`src/rtl/alu_pkg.sv`:
```
// Shared ALU types, opcode encodings and issuer structs for the tinyalu command path.
package alu_pkg;

   typedef logic [2:0]  opcode_t;
   typedef logic [7:0]  operand_t;
   typedef logic [15:0] result_t;

   localparam opcode_t OPC_NOP  = 3'b000;
   localparam opcode_t OPC_ADD  = 3'b001;
   localparam opcode_t OPC_AND  = 3'b010;
   localparam opcode_t OPC_XOR  = 3'b011;
   localparam opcode_t OPC_MUL  = 3'b100;
   localparam opcode_t OPC_RSVD = 3'b111;

   typedef struct packed {
      opcode_t  opcode;
      operand_t a;
      operand_t b;
   } alu_cmd_t;

   typedef struct packed {
      opcode_t opcode;
      result_t result;
      logic    timeout;
   } alu_rsp_t;

   typedef enum logic [1:0] {
      ST_IDLE,
      ST_BUSY,
      ST_RESP
   } issuer_state_t;

   // Opcodes that complete locally without ever starting the ALU.
   function automatic logic is_local_op(input opcode_t op);
      return (op == OPC_NOP) || (op == OPC_RSVD);
   endfunction

endpackage

```
`src/rtl/alu_cmd_issuer_if.sv`:
```
// Command, ALU and response signal bundle for alu_cmd_issuer.
// slave = issuer view; master = command source / ALU / response sink view.
interface alu_cmd_issuer_if #(
   parameter int unsigned DEPTH = 4
) ();
   import alu_pkg::*;

   logic                       cmd_valid;
   logic                       cmd_ready;
   opcode_t                    cmd_opcode;
   operand_t                   cmd_a;
   operand_t                   cmd_b;

   logic                       alu_start;
   opcode_t                    alu_op;
   operand_t                   alu_a;
   operand_t                   alu_b;
   logic                       alu_done;
   result_t                    alu_result;

   logic                       rsp_valid;
   logic                       rsp_ready;
   opcode_t                    rsp_opcode;
   result_t                    rsp_result;
   logic                       rsp_timeout;

   logic [$clog2(DEPTH+1)-1:0] fifo_count;

   modport slave (
      input  cmd_valid, cmd_opcode, cmd_a, cmd_b,
      input  alu_done, alu_result,
      input  rsp_ready,
      output cmd_ready,
      output alu_start, alu_op, alu_a, alu_b,
      output rsp_valid, rsp_opcode, rsp_result, rsp_timeout,
      output fifo_count
   );

   modport master (
      output cmd_valid, cmd_opcode, cmd_a, cmd_b,
      output alu_done, alu_result,
      output rsp_ready,
      input  cmd_ready,
      input  alu_start, alu_op, alu_a, alu_b,
      input  rsp_valid, rsp_opcode, rsp_result, rsp_timeout,
      input  fifo_count
   );

endinterface

```
`src/rtl/alu_cmd_issuer_cmd_fifo.sv`:
```
// Synchronous command FIFO (DEPTH x alu_cmd_t) with occupancy count.
// Push is refused when full, pop when empty; head is shown combinationally.
module cmd_fifo
   import alu_pkg::*;
#(
   parameter  int unsigned DEPTH = 4,
   localparam int unsigned AW    = (DEPTH > 1) ? $clog2(DEPTH) : 1,
   localparam int unsigned CW    = $clog2(DEPTH + 1)
) (
   input  logic          clk,
   input  logic          reset,
   input  logic          i_push,
   input  alu_cmd_t      i_data,
   input  logic          i_pop,
   output alu_cmd_t      o_head,
   output logic [CW-1:0] o_count,
   output logic          o_full,
   output logic          o_empty
);

   alu_cmd_t      r_mem [DEPTH];
   logic [AW-1:0] r_wr_ptr;
   logic [AW-1:0] r_rd_ptr;
   logic [CW-1:0] r_count;
   logic          w_push;
   logic          w_pop;

   assign o_full  = (r_count == CW'(DEPTH));
   assign o_empty = (r_count == '0);
   assign w_push  = i_push && !o_full;
   assign w_pop   = i_pop && !o_empty;
   assign o_head  = r_mem[r_rd_ptr];
   assign o_count = r_count;

   // Storage write; contents need no reset because count gates every read.
   always_ff @(posedge clk) begin
      if (w_push) begin
         r_mem[r_wr_ptr] <= i_data;
      end
   end

   // Pointers wrap naturally at power-of-two DEPTH; count tracks push/pop.
   always_ff @(posedge clk) begin
      if (reset) begin
         r_wr_ptr <= '0;
         r_rd_ptr <= '0;
         r_count  <= '0;
      end else begin
         if (w_push) r_wr_ptr <= r_wr_ptr + AW'(1);
         if (w_pop)  r_rd_ptr <= r_rd_ptr + AW'(1);
         case ({w_push, w_pop})
            2'b10:   r_count <= r_count + CW'(1);
            2'b01:   r_count <= r_count - CW'(1);
            default: r_count <= r_count;
         endcase
      end
   end

endmodule

```
`src/rtl/alu_cmd_issuer.sv`:
```
// Command sequencer for tinyalu: buffers commands, runs the start/done
// handshake with timeout protection, and returns opcode-tagged responses.
module alu_cmd_issuer
   import alu_pkg::*;
#(
   parameter int unsigned DEPTH   = 4,
   parameter int unsigned TIMEOUT = 64
) (
   input logic              clk,
   input logic              reset,
   alu_cmd_issuer_if.slave  bus
);

   localparam int unsigned   CW    = $clog2(DEPTH + 1);
   localparam int unsigned   TW    = (TIMEOUT > 1) ? $clog2(TIMEOUT) : 1;
   localparam logic [TW-1:0] TLAST = TW'(TIMEOUT - 1);

   issuer_state_t r_state;
   logic [TW-1:0] r_timer;
   logic          r_alu_start;
   opcode_t       r_alu_op;
   operand_t      r_alu_a;
   operand_t      r_alu_b;
   alu_rsp_t      r_rsp;
   logic          r_rsp_valid;

   alu_cmd_t      w_cmd_in;
   alu_cmd_t      w_head;
   logic [CW-1:0] w_count;
   logic          w_full;
   logic          w_empty;
   logic          w_pop;

   assign w_cmd_in = '{opcode: bus.cmd_opcode, a: bus.cmd_a, b: bus.cmd_b};
   assign w_pop    = (r_state == ST_IDLE) && !w_empty;

   cmd_fifo #(
      .DEPTH (DEPTH)
   ) u_cmd_fifo (
      .clk     (clk),
      .reset   (reset),
      .i_push  (bus.cmd_valid),
      .i_data  (w_cmd_in),
      .i_pop   (w_pop),
      .o_head  (w_head),
      .o_count (w_count),
      .o_full  (w_full),
      .o_empty (w_empty)
   );

   assign bus.cmd_ready   = !w_full;
   assign bus.fifo_count  = w_count;
   assign bus.alu_start   = r_alu_start;
   assign bus.alu_op      = r_alu_op;
   assign bus.alu_a       = r_alu_a;
   assign bus.alu_b       = r_alu_b;
   assign bus.rsp_valid   = r_rsp_valid;
   assign bus.rsp_opcode  = r_rsp.opcode;
   assign bus.rsp_result  = r_rsp.result;
   assign bus.rsp_timeout = r_rsp.timeout;

   // Issue FSM: pop in IDLE, hold start through BUSY until done or timeout,
   // then present the response in RESP until it is accepted.
   always_ff @(posedge clk) begin
      if (reset) begin
         r_state     <= ST_IDLE;
         r_timer     <= '0;
         r_alu_start <= 1'b0;
         r_alu_op    <= '0;
         r_alu_a     <= '0;
         r_alu_b     <= '0;
         r_rsp       <= '0;
         r_rsp_valid <= 1'b0;
      end else begin
         unique case (r_state)
            ST_IDLE: begin
               if (!w_empty) begin
                  r_alu_op <= w_head.opcode;
                  r_alu_a  <= w_head.a;
                  r_alu_b  <= w_head.b;
                  if (is_local_op(w_head.opcode)) begin
                     r_rsp       <= '{opcode: w_head.opcode, result: '0, timeout: 1'b0};
                     r_rsp_valid <= 1'b1;
                     r_state     <= ST_RESP;
                  end else begin
                     r_alu_start <= 1'b1;
                     r_timer     <= '0;
                     r_state     <= ST_BUSY;
                  end
               end
            end
            ST_BUSY: begin
               // done is checked first so it wins over a coincident timeout
               if (bus.alu_done) begin
                  r_alu_start <= 1'b0;
                  r_rsp       <= '{opcode: r_alu_op, result: bus.alu_result, timeout: 1'b0};
                  r_rsp_valid <= 1'b1;
                  r_state     <= ST_RESP;
               end else if (r_timer == TLAST) begin
                  r_alu_start <= 1'b0;
                  r_rsp       <= '{opcode: r_alu_op, result: '0, timeout: 1'b1};
                  r_rsp_valid <= 1'b1;
                  r_state     <= ST_RESP;
               end else begin
                  r_timer <= r_timer + TW'(1);
               end
            end
            ST_RESP: begin
               if (bus.rsp_ready) begin
                  r_rsp_valid   <= 1'b0;
                  r_rsp.timeout <= 1'b0;
                  r_state       <= ST_IDLE;
               end
            end
            default: r_state <= ST_IDLE;
         endcase
      end
   end

endmodule
```
`src/flat_wrapper.sv`:
```
// flat-port wrapper written by rule: the top's interface ports become plain ports
module alu_cmd_issuer_flat import alu_pkg::*;
#(
   parameter int unsigned DEPTH   = 4,
   parameter int unsigned TIMEOUT = 64
)
  (clk, reset, bus_cmd_valid, bus_cmd_opcode, bus_cmd_a, bus_cmd_b, bus_alu_done, bus_alu_result, bus_rsp_ready, bus_cmd_ready, bus_alu_start, bus_alu_op, bus_alu_a, bus_alu_b, bus_rsp_valid, bus_rsp_opcode, bus_rsp_result, bus_rsp_timeout, bus_fifo_count);
  alu_cmd_issuer_if #(.DEPTH(DEPTH)) bus_i ();
  input logic clk;
  input logic reset;
  input wire logic [$bits(bus_i.cmd_valid)-1:0] bus_cmd_valid;
  input wire logic [$bits(bus_i.cmd_opcode)-1:0] bus_cmd_opcode;
  input wire logic [$bits(bus_i.cmd_a)-1:0] bus_cmd_a;
  input wire logic [$bits(bus_i.cmd_b)-1:0] bus_cmd_b;
  input wire logic [$bits(bus_i.alu_done)-1:0] bus_alu_done;
  input wire logic [$bits(bus_i.alu_result)-1:0] bus_alu_result;
  input wire logic [$bits(bus_i.rsp_ready)-1:0] bus_rsp_ready;
  output wire logic [$bits(bus_i.cmd_ready)-1:0] bus_cmd_ready;
  output wire logic [$bits(bus_i.alu_start)-1:0] bus_alu_start;
  output wire logic [$bits(bus_i.alu_op)-1:0] bus_alu_op;
  output wire logic [$bits(bus_i.alu_a)-1:0] bus_alu_a;
  output wire logic [$bits(bus_i.alu_b)-1:0] bus_alu_b;
  output wire logic [$bits(bus_i.rsp_valid)-1:0] bus_rsp_valid;
  output wire logic [$bits(bus_i.rsp_opcode)-1:0] bus_rsp_opcode;
  output wire logic [$bits(bus_i.rsp_result)-1:0] bus_rsp_result;
  output wire logic [$bits(bus_i.rsp_timeout)-1:0] bus_rsp_timeout;
  output wire logic [$bits(bus_i.fifo_count)-1:0] bus_fifo_count;
  assign bus_i.cmd_valid = bus_cmd_valid;
  assign bus_i.cmd_opcode = bus_cmd_opcode;
  assign bus_i.cmd_a = bus_cmd_a;
  assign bus_i.cmd_b = bus_cmd_b;
  assign bus_i.alu_done = bus_alu_done;
  assign bus_i.alu_result = bus_alu_result;
  assign bus_i.rsp_ready = bus_rsp_ready;
  assign bus_cmd_ready = bus_i.cmd_ready;
  assign bus_alu_start = bus_i.alu_start;
  assign bus_alu_op = bus_i.alu_op;
  assign bus_alu_a = bus_i.alu_a;
  assign bus_alu_b = bus_i.alu_b;
  assign bus_rsp_valid = bus_i.rsp_valid;
  assign bus_rsp_opcode = bus_i.rsp_opcode;
  assign bus_rsp_result = bus_i.rsp_result;
  assign bus_rsp_timeout = bus_i.rsp_timeout;
  assign bus_fifo_count = bus_i.fifo_count;
  alu_cmd_issuer #(.DEPTH(DEPTH), .TIMEOUT(TIMEOUT)) u_core (.clk(clk), .reset(reset), .bus(bus_i));
endmodule
```
`config.mk`:
```
export PLATFORM = sky130hd
export DESIGN_NAME = alu_cmd_issuer_flat
export DESIGN_NICKNAME = d
export VERILOG_FILES = /design/src/rtl/alu_pkg.sv /design/src/rtl/alu_cmd_issuer_if.sv /design/src/rtl/alu_cmd_issuer_cmd_fifo.sv /design/src/rtl/alu_cmd_issuer.sv /design/src/flat_wrapper.sv
export SDC_FILE = /design/constraint.sdc
export NUM_CORES = 1
export LEC_CHECK = 0
export ABC_AREA = 1
export BUFFER_PORTS_ARGS = -buffer_cell sky130_fd_sc_hd__buf_2
export CAP_MARGIN = 20
export CORE_ASPECT_RATIO = 0.9
export CORE_MARGIN = 2
export CORE_UTILIZATION = 35
export CTS_CLUSTER_DIAMETER = 150
export CTS_CLUSTER_SIZE = 30
export DETAILED_ROUTE_END_ITERATION = 16
export SLEW_MARGIN = 15
export SYNTH_ARGS = -nofsm -noshare
export SYNTH_HDL_FRONTEND = slang
export SYNTH_HIERARCHICAL = 1
export SYNTH_SLANG_ARGS = --single-unit
```
`constraint.sdc`:
```
create_clock -name clk -period 4.39 [get_ports clk]
set_clock_uncertainty 0.1 [all_clocks]
set_input_delay 0.878 -clock clk [delete_from_list [all_inputs] [get_ports clk]]
set_output_delay 0.878 -clock clk [all_outputs]
set_load 0.005 [all_outputs]
```
# Word level (Yosys, flattened, before mapping)
# Memory sizes are Yosys's and may differ from the RTL's. A register that Yosys moved wholly into a read port is not among the register bits.
# Cells that the tools add are included.
# Widths: inputs -> output; s select.
[op_classes] muxes=33 n_reduce_logical=18 bitwise_logic=1 n_eq_ne=14 addsub=5
[op_table] operator="$mux 20" count=4
[op_table] operator="$pmux 19 s2" count=1
[op_table] operator="$mux 6" count=4
[op_table] operator="$mux 2" count=7
[op_table] operator="$ne 2x2->1 const B" count=6
[op_table] operator="$pmux 6 s2" count=1
[op_table] operator="$mux 1" count=11
[op_table] operator="$reduce_and 5->1" count=2
[op_table] operator="$reduce_and 4->1" count=2
[op_table] operator="$add 6x1->6 const B" count=1
[op_table] operator="$eq 3x3->1 const B" count=2
[op_table] operator="$eq 6x6->1 const B" count=1
[op_table] operator="$logic_not 3->1" count=2
[op_table] operator="$pmux 1 s3" count=2
[op_table] operator="$pmux 2 s3" count=1
[op_table] operator="$pmux 3 s2" count=1
[op_table] operator="$add 2x1->2 const B" count=2
[op_table] operator="$eq 2x1->1 const B" count=2
[op_table] operator="$eq 2x2->1 const B" count=2
[op_table] operator="$reduce_bool 2->1" count=2
[op_table] operator="$add 3x1->3 const B" count=1
[op_table] operator="$logic_and 1x1->1" count=3
[op_table] operator="$ne 3x2->1 const B" count=1
[op_table] operator="$reduce_and 3->1" count=1
[op_table] operator="other kinds (8)" count=9
[totals] ramBits=76 inputBits=40 memories=1 out_inout_bits=45 elab_cells=85 register_bits=56
[mem_list] name="u_core.u_cmd_fifo.r_mem" depth=4 width=19 rd=1 rd_ports_with_merged_regs=1 write_ports=1 line="alu_cmd_issuer_cmd_fifo.sv:21" text="alu_cmd_t r_mem [DEPTH];"

# Depth between registers and ports, before layout
# Gate-level depths: netlist (run 1).
[logic_depth] word_depth=6 mapped_depth=16 mapped_depth_nobuf=15

# Cells and area by module
# The synthesis (run 1) kept the hierarchy.
[by_module_without_submodules] module="cmd_fifo" area_per_inst_um2=3374.5 seq_area_each_um2=2462.4 cells_per_inst=254 instances=1
[by_module_without_submodules] module="alu_cmd_issuer" area_per_inst_um2=2137.0 seq_area_each_um2=980.9 cells_per_inst=276 instances=1

# Worst setup path after synthesis (run 1)
# No wires, ideal clock.
[synth_timing] path_type="input to register" start="input bus_cmd_valid" end="memory u_core/u_cmd_fifo/r_mem[0][0] in the netlist's numbering (enable)" arrival_ns=1.764 setup_ns=0.395 required_time_ns=3.895 stages=2 n_path_buf=0 path_slack_ns=2.132 cell_sequence="nand2_4 > nor2_1"
[synth_between] elab_chain_len=3
[synth_rtl] item="from (decl)" line="flat_wrapper.sv:11" text="input wire logic [$bits(bus_i.cmd_valid)-1:0] bus_cmd_valid;"
[synth_rtl] item="$logic_and 1x1->1" line="alu_cmd_issuer_cmd_fifo.sv:30" text="assign w_push = i_push && !o_full;"
[synth_rtl] item="$mux 1" line="alu_cmd_issuer_cmd_fifo.sv:37" text="if (w_push) begin"
[synth_rtl] item="$mux 1 (not written as such)" line="alu_cmd_issuer_cmd_fifo.sv:38" text="r_mem[r_wr_ptr] <= i_data;"
[synth_rtl] item="to (decl)" line="alu_cmd_issuer_cmd_fifo.sv:21"
# No other way between the ends.

==> flow_summary.yaml, run 1 <==
clocking:
  cts_sinks: 134
  clock_path_buffers: 2
  numCtsBuffers: 17
  ctsRootBufferMaster: "clkbuf_16"
  cts_setup_buffers: 0
  clock_latency_ns: 0.41
  htreeDepth: 4
  cts_resized: 0
  cts_tree: "done"
  postCtsHoldBufs: 0
  cts.clk_slew.worst_paths_ns: 0.06
finish:
  regArea_um2: 3443
  fillers: 1459
  syn2layout_area_growth_pct: 22.22
  multi_input_area_um2: 1737
  layout_commonest_cell: "nor2_1"
  final_cell_mix: "97 x nor2_1, 84 x buf_2, 76 x edfxtp_1, 68 x nand2_1, 58 x dfxtp_1"
  diodes: 0
  nNetsFinal: 666
  drive_gt1_share_pct: 28.64
yosys:
  ys_ff_latch: 134
  synth_nets: 577
  seq_area_frac_synth_pct: 62.47
  yosys.cell_types.count: 29
  syn-cell-area_um2: 5512
  synth_xor_area_share_pct: 0
  synth_mux_area_share_pct: 0
  synthSimpleGateAreaFrac_pct: 17.71
  synthAdderAreaFrac_pct: 1.725
  synth_compound_area_share_pct: 12.08
  synth_top_family_by_area: "simple AND/OR/NAND/NOR gates"
  syn_avg_cell_area_um2: 10.40
  yosys_warnings: 6
  synthCells: 530
critical_path:
  startpoint_type: "flop"
  arrival_ns: 3.05
  worst-r2r-setup-slack_ns: 1.54
  crit_type: "flop to flop"
  cp_cell_sequence: "buf_4, inv_2, o21ai_0, o22ai_1, o21bai_1, nand3_1, nand2_1, nand2_4, inv_1, nor2_1, nor2_1"
  cp.required_ns: 4.59
  worst_path_largest_cell_delay_ns: 0.54
  crit_path_top_delay_cell: "inv_2"
  cpMostUsedCell: "nor2_1"
  path_max_fanout: 39
  crit_family: "buffers and inverters"
  crit_buf_inv: 3
  end_kind: "flop"
floorplan:
  initial_core_util_pct: 35.82
  fp.coreArea_um2: 15390
  die-height_um: 123.1
  rows: 43
  die_area_um2: 16770
  chipWidth_um: 136.3
  io_pins: 85
timing:
  setup-tns-final_ns: 0
  worst_pin_slew_ns: 0.8308
  setup_viol: 0
  hold_violations: 0
  max_freq_mhz: 350.7
  post-route-min-period_ns: 2.851
  hold_ws_ns: 0.3671
  slew_violations: 0
  rsz0062_at_grt: "false"
  period_share_pct: 64.95
  max_slew_margin_pct: 44.55
global_route:
  grt_pass1_wl_um: 18950
  grt_max_degree: 40
  antenna_found_initial: 0
  grt_util_all_layers_pct: 14.86
  grt_pass1_vias: 3879
  globalRoute.totalOverflow: 0
worst_hold_path:
  hp-class: "flop to flop"
drt:
  drc: 0
  viasPerCell: 4.748
  vias: 3960
  drt_first_iter_violations: 254
  first_pass_iters: 5
  wl_per_cell_um: 14.29
  routed_wl_um: 11920
  ant_nets: 0
placed_design:
  place_congestion: 0.7715
  hpwl_um: 7674
  io_buffers: 84
run:
  max_cap_viol_count: 0
power:
  power.density_nw_per_um2: 717.1
  ir_drop_uv: 315.8
  leakagePower_nw: 2.726
run_status:
  status: "completed"
## registers in the layout (all words and copies together), names as in the netlist, named ones only
signal / flops
u_core/bus.alu_a: 8
u_core/bus.alu_b: 8
u_core/bus.alu_op: 3
u_core/bus.alu_start: 1
u_core/bus.rsp_opcode: 3
u_core/bus.rsp_result: 16
u_core/bus.rsp_timeout: 1
u_core/bus.rsp_valid: 1
u_core/r_state: 2
u_core/r_timer: 6
u_core/u_cmd_fifo/o_count: 3
u_core/u_cmd_fifo/r_mem: 76
u_core/u_cmd_fifo/r_rd_ptr: 2
u_core/u_cmd_fifo/r_wr_ptr: 2
## metrics by stage
step                      std cells  worst slack [ns]  power [mW]  util (%)  area, um^2
after floorplan                 530             2.132       2.892         -        5512
after global placement          802             1.728       3.181     39.33        6052
after detailed placement        802             1.571       3.225     39.33        6052
after CTS                       834             1.559       4.871     43.78        6736
after global routing            834             1.304       5.133     43.78        6736
final                           834             1.539       4.831     43.78        6736
## synth_stat cells
| library cell | n | area, um^2 |
|---|---|---|
| dfxtp_1 | 58 | 1161 |
| a21oi_2 | 16 | 140.1 |
| buf_2 | 4 | 20.02 |
| buf_12 | 2 | 40.04 |
| o21ai_2 | 1 | 8.760 |
| o21bai_1 | 1 | 7.510 |
| o21ai_0 | 55 | 275.3 |
| clkbuf_2 | 2 | 10.01 |
| buf_6 | 4 | 45.04 |
| buf_4 | 1 | 7.510 |
| nor2_1 | 97 | 364.1 |
| clkbuf_1 | 5 | 18.77 |
| buf_8 | 2 | 30.03 |
| o21ai_1 | 9 | 45.04 |
| inv_2 | 8 | 30.03 |
| fa_1 | 1 | 20.02 |
| a21oi_1 | 14 | 70.07 |
| clkbuf_8 | 1 | 13.76 |
| nand4_1 | 2 | 12.51 |
| inv_1 | 31 | 116.4 |
| edfxtp_1 | 76 | 2282 |
| o22ai_1 | 19 | 118.9 |
| nand3_1 | 12 | 60.06 |
| ha_1 | 6 | 75.07 |
| nand2_1 | 68 | 255.2 |
| nand2_2 | 14 | 87.58 |
| nand2_4 | 11 | 123.9 |
| nor2_4 | 2 | 22.52 |
| nor2_2 | 8 | 50.05 |
## worst min-delay path, cell delays in order (launching register included)
cell and delay [ns]:
dfxtp_1 0.30, nand2_1 0.06, a21oi_1 0.06
## logic make-up after synthesis
logic type / count (synthesis)
AO/OA/AOI/OAI: 115
adder cells (fa/ha/maj): 7
buffers and inverters: 60
flip-flops: 134
AND/OR/NAND/NOR: 214
## area by class of cell
class	count	area share, %
clock buffer	18	6.371
clock inverter	14	3.789
inverter	39	2.173
multi-input combinational	336	25.78
sequential	134	51.11
tap	202	3.752
timing repair buffer	91	7.021
## where the power goes
| part | leakage [nW] | total, mW | switching (mW) | internal, mW |
|---|---|---|---|---|
| registers | 1.17 | 1.68 | 0.120 | 1.56 |
| logic | 1.23 | 1.52 | 1.04 | 0.483 |
| clock network | 0.324 | 1.63 | 0.516 | 1.12 |
| total | 2.73 | 4.83 | 1.67 | 3.16 |
## routing by layer
metal  global-route usage [%]  routed length [um]  up-vias
met5                        0                   0        -
met4                    6.901                 238        0
met3                    4.551                 599       20
met2                    24.15                5790       96
met1                    18.18                5289     1885
li1                         -                   -     1959
## final timing paths
| check | to | cells after the start | start |
|---|---|---|---|
| max reg2reg | u_core/bus.rsp_opcode[2]$_SDFFE_PP0P_ | 11 | flop |
| max | u_core/bus.rsp_opcode[2]$_SDFFE_PP0P_ | 11 | flop |
| min | u_core/bus.rsp_valid$_SDFFE_PP0P_ | 2 | u_core/bus.rsp_valid$_SDFFE_PP0P_ |
| min reg2reg | u_core/bus.rsp_valid$_SDFFE_PP0P_ | 2 | u_core/bus.rsp_valid$_SDFFE_PP0P_ |
Note: power is estimated with default switching activity, not from simulation.
==> run 2, diff against run 1 <==
clock period = 2.8 ns   (was 4.39 ns; I/O delays follow)
==> flow_summary.yaml, run 2 (synthesis gave the netlist of run 1 again) <==
placed_design:
  dp_cells: 806
  io_buffers: 84
  hpwl_um: 7849
  place_congestion: 0.7681
drt:
  vias: 3942
  drt_first_iter_violations: 257
  first_pass_iters: 4
  ant_nets: 0
  routed_wl_um: 12020
  drc: 0
  viasPerCell: 4.704
  wl_per_cell_um: 14.34
critical_path:
  crit_path_top_delay_cell: "dfxtp_1"
  cp.required_ns: 3.01
  end_kind: "flop"
  worst-r2r-setup-slack_ns: 0.43
  startpoint_type: "flop"
  cp_cell_sequence: "buf_4, o21ai_0, o22ai_1, nand2_1, nand3_1, nand2_1, nand2_4, inv_1, nor2_1, nor2_1"
  path_max_fanout: 27
  arrival_ns: 2.58
  regToRegEndpoint: "u_core/bus.rsp_opcode[0]$_SDFFE_PP0P_"
  cp-endpoint: "u_core/bus.rsp_opcode[0]$_SDFFE_PP0P_"
  worst_path_largest_cell_delay_ns: 0.37
  crit_type: "flop to flop"
  rr_worst_depth: 10
timing:
  max_slew_margin_pct: 44.10
  max_freq_mhz: 422.0
  worst_pin_slew_ns: 0.8376
  setup-tns-final_ns: 0
  post-route-min-period_ns: 2.370
  slew_violations: 0
  rsz0062_at_grt: "false"
  hold_ws_ns: 0.2488
  setup_viol: 0
  period_share_pct: 84.63
  hold_violations: 0
finish:
  largest_reg_flops: 76
  nNetsFinal: 670
  fillers: 1476
  syn2layout_area_growth_pct: 22.32
  final_cell_mix: "97 x nor2_1, 84 x buf_2, 76 x edfxtp_1, 68 x nand2_1, 58 x dfxtp_1"
  diodes: 0
  regMostFlops: "u_core/u_cmd_fifo/r_mem"
  layout_commonest_cell: "nor2_1"
  drive_gt1_share_pct: 29.40
  layout.cells.non_filler: 838
clocking:
  postCtsHoldBufs: 0
  ctsRootBufferMaster: "clkbuf_16"
  htreeDepth: 4
  cts_setup_buffers: 0
  cts_sinks: 134
  clock_path_buffers: 2
  cts.clk_slew.worst_paths_ns: 0.06
  cts_tree: "done"
  cts_resized: 0
  clock_latency_ns: 0.42
  numCtsBuffers: 17
floorplan:
  io_pins: 85
  die_area_um2: 16770
  initial_core_util_pct: 35.82
  die-height_um: 123.1
  chipWidth_um: 136.3
  rows: 43
  fp.coreArea_um2: 15390
run:
  max_cap_viol_count: 0
power:
  leakagePower_nw: 2.732
  total_power_mw: 7.490
  ir_drop_uv: 560.4
  power.density_nw_per_um2: 1111
global_route:
  grt_pass1_vias: 4020
  grt_pass1_wl_um: 19310
  globalRoute.totalOverflow: 0
  antenna_found_initial: 1
  grt_max_degree: 28
  grt_util_all_layers_pct: 15.27
worst_hold_path:
  hp-class: "primary input to flop"
  hold_start: "bus_cmd_b[5]"
run_status:
  status: "completed"
[run 2: where the power goes]
part / total (mW) / switching [mW] / internal, mW
clock network: 2.46 / 0.847 / 1.61
logic: 2.40 / 1.62 / 0.779
registers: 2.64 / 0.191 / 2.45
[run 2: area by class of cell]
cell class | count | area (um^2) | area share, %
repair buffers | 95 | 503.0 | 7.461
clock inverters | 14 | 220.2 | 3.267
clock buffers | 18 | 439.2 | 6.514
multi-input cells | 336 | 1737 | 25.76
inverters | 39 | 146.4 | 2.171
well taps | 202 | 252.7 | 3.749
flip-flops and latches | 134 | 3443 | 51.08
[run 2: worst min path at each step]
stage,end,slack (ns),cells after the start
after floorplan,u_core/r_timer[5]$_SDFFE_PP0P_,0.34,2
after CTS,u_core/u_cmd_fifo/r_mem[2][5]$_DFFE_PP_,0.23,1
after global placement,u_core/bus.rsp_valid$_SDFFE_PP0P_,0.35,2
after global routing,u_core/u_cmd_fifo/r_mem[1][5]$_DFFE_PP_,0.24,1
final,u_core/u_cmd_fifo/r_mem[1][5]$_DFFE_PP_,0.25,1
after detailed placement,u_core/bus.rsp_result[5]$_SDFFE_PP0P_,0.36,2
[run 2: critical path, delay by kind of cell, from the launching register on]
family,cells,cell delay (ns)
compound gates,2,0.46
buf+inv,2,0.43
flops,1,0.37
simple gates,6,0.87
[run 2: layer usage]
| layer | wire length, um | up-vias | part of all wire, % | GRT usage (%) |
|---|---|---|---|---|
| met3 | 515 | 27 | 4.3 | 4.387 |
| met5 | 0 | - | 0 | 0 |
| li1 | - | 1969 | - | - |
| met2 | 5837 | 70 | 49 | 25.50 |
| met4 | 353 | 0 | 2.9 | 7.943 |
| met1 | 5314 | 1876 | 44 | 17.95 |
[run 2: stage by stage]
stage	worst slack, ns	util [%]	area (um^2)
after CTS	0.4356	43.81	6741
final	0.4303	43.81	6741
after detailed placement	0.4621	39.53	6082
after global routing	0.2168	43.81	6741
after floorplan	0.6280	-	5512
after global placement	0.5568	39.53	6082
==> run 3, diff against run 2 <==
clock period = 2.1 ns   (was 2.8 ns; I/O delays follow)
==> flow_summary.yaml, run 3 (synthesis gave the netlist of run 1 again) <==
global_route:
  grt_pass1_wl_um: 19390
  grt_util_all_layers_pct: 15.21
  grt_pass1_vias: 4004
  grt_max_degree: 33
  antenna_found_initial: 2
  globalRoute.totalOverflow: 0
drt:
  vias: 3986
  drt-met1-wl_um: 5461
  wl_met3_um: 561
  first_pass_iters: 4
  wl_per_cell_um: 14.36
  top_layer_used: "met5"
  drc: 0
  drt_first_iter_violations: 219
  wl_met2_um: 5919
  routed_wl_um: 12150
  ant_nets: 0
  viasPerCell: 4.712
timing:
  post-route-min-period_ns: 1.935
  timing.final.ws_setup_ns: 0.1654
  max_freq_mhz: 516.9
  setup_viol: 0
  hold_violations: 0
  slew_violations: 0
  rsz0062_at_grt: "true"
  worst_pin_slew_ns: 0.4664
  period_share_pct: 92.12
  hold_ws_ns: 0.1263
  max_slew_margin_pct: 68.87
critical_path:
  worst-r2r-setup-slack_ns: 0.17
  worst-path-stages: 15
  path_max_fanout: 4
  crit_type: "flop to flop"
  regToRegEndpoint: "u_core/u_cmd_fifo/o_count[2]$_SDFFE_PP0P_"
  worst_path_largest_cell_delay_ns: 0.35
  crit_path_top_delay_cell: "dfxtp_2"
  crit_family: "simple AND/OR/NAND/NOR gates"
  rr_startpoint: "u_core/u_cmd_fifo/o_count[1]$_SDFFE_PP0P_"
  cp_cell_sequence: "nor2_2, nand2_2, inv_1, nor2_2, nand2_2, inv_2, ha_2, inv_1, fa_2, inv_1, nand2_1, nand3_1, nand2_1, nand2_1, nor2_1"
  startpoint_type: "flop"
  crit_buf_inv: 4
  rr_worst_depth: 15
  arrival_ns: 2.13
  cp.required_ns: 2.30
  end_kind: "flop"
  cp-endpoint: "u_core/u_cmd_fifo/o_count[2]$_SDFFE_PP0P_"
  critPathLaunch: "u_core/u_cmd_fifo/o_count[1]$_SDFFE_PP0P_"
finish:
  fillers: 1476
  regArea_um2: 3451
  nNetsFinal: 677
  layout_commonest_cell: "nor2_1"
  syn2layout_area_growth_pct: 22.09
  drive_gt1_share_pct: 31.57
  largest_reg_flops: 76
  regMostFlops: "u_core/u_cmd_fifo/r_mem"
  final_area_um2: 6729
  final_cell_mix: "96 x nor2_1, 84 x buf_2, 76 x edfxtp_1, 67 x nand2_1, 53 x o21ai_0"
  multi_input_area_um2: 1770
clocking:
  cts_tree: "done"
  numCtsBuffers: 17
  cts_sinks: 134
  clock_path_buffers: 2
  postCtsHoldBufs: 0
  clock_latency_ns: 0.41
  cts.clk_slew.worst_paths_ns: 0.06
  htreeDepth: 4
  ctsRootBufferMaster: "clkbuf_16"
worst_hold_path:
  hp-class: "primary input to flop"
  worstHoldPathCells: 1
  hold_start: "bus_cmd_a[7]"
placed_design:
  place_congestion: 0.7686
  hpwl_um: 7969
  dp_slack_ns: 0.01319
  place_area_um2: 6122
  io_buffers: 84
floorplan:
  fp.coreArea_um2: 15390
  die_area_um2: 16770
  io_pins: 85
  rows: 43
  chipWidth_um: 136.3
  die-height_um: 123.1
  initial_core_util_pct: 35.82
power:
  ir_drop_uv: 666.1
  total_power_mw: 9.679
  power.density_nw_per_um2: 1438
  leakagePower_nw: 2.736
run:
  max_cap_viol_count: 0
run_status:
  status: "completed"
[run 3: cell types whose count changed in the layout (fill, tap and decap cells not counted), moves of 3 or more]
cell	delta
o22ai_1	-3
dfxtp_2	+6
buf_4	+6
bufinv_16	-3
clkinvlp_4	-3
dfxtp_1	-6
clkinv_2	+6
inv_6	-3
o22ai_2	+3
clkinv_1	+3
[run 3: per-layer routing]
metal / global-route usage [%] / vias to the layer above
met1: 18.53 / 1908
met5: 0 / -
met3: 5.248 / 14
met2: 24.97 / 74
li1: - / 1988
met4: 5.859 / 2
[run 3: worst register-to-register path, stage by stage (launching register included)]
cell,delay (ns)
dfxtp_2,0.35
nor2_2,0.06
nand2_2,0.06
inv_1,0.07
nor2_2,0.12
nand2_2,0.08
inv_2,0.06
ha_2,0.17
inv_1,0.06
fa_2,0.34
inv_1,0.06
nand2_1,0.05
nand3_1,0.09
nand2_1,0.06
nand2_1,0.05
nor2_1,0.04
[run 3: area by class of cell]
type / count / area share [%]
Sequential cell: 134 / 51.28
Inverter: 39 / 2.176
Antenna cell: 1 / 0.03719
Clock inverter: 13 / 1.692
Multi-Input combinational cell: 336 / 26.31
Timing Repair Buffer: 102 / 8.312
Tap cell: 202 / 3.756
Clock buffer: 19 / 6.434
[run 3: repair_timing]
action | in CTS | in global routing
buffers inserted | 0 | 2
endpoints found under the hold margin | 0 | 0
setup endpoints to repair | 0 | 28
resized for setup | 0 | 17
[run 3: how the worst min path moves through the flow]
stage               slack [ns]                                        to
global route              0.10  u_core/u_cmd_fifo/r_mem[0][15]$_DFFE_PP_
detailed placement        0.36     u_core/bus.rsp_result[0]$_SDFFE_PP0P_
CTS                       0.10  u_core/u_cmd_fifo/r_mem[0][15]$_DFFE_PP_
finish                    0.13  u_core/u_cmd_fifo/r_mem[0][15]$_DFFE_PP_
global placement          0.35         u_core/bus.rsp_valid$_SDFFE_PP0P_
floorplan                 0.34            u_core/r_timer[5]$_SDFFE_PP0P_
[run 3: power by group]
group,internal (mW),switching [mW]
logic,1.19,2.23
registers,3.27,0.262
clock network,1.71,1.01
total,6.18,3.50
[run 3: metrics by stage]
stage | cells | util [%] | setup TNS (ns)
after global placement | 811 | 39.79 | 0
after CTS | 843 | 43.34 | 0
after global routing | 845 | 43.71 | -0.02140
final | 846 | 43.73 | 0
after detailed placement | 811 | 39.79 | 0
after floorplan | 530 | - | 0
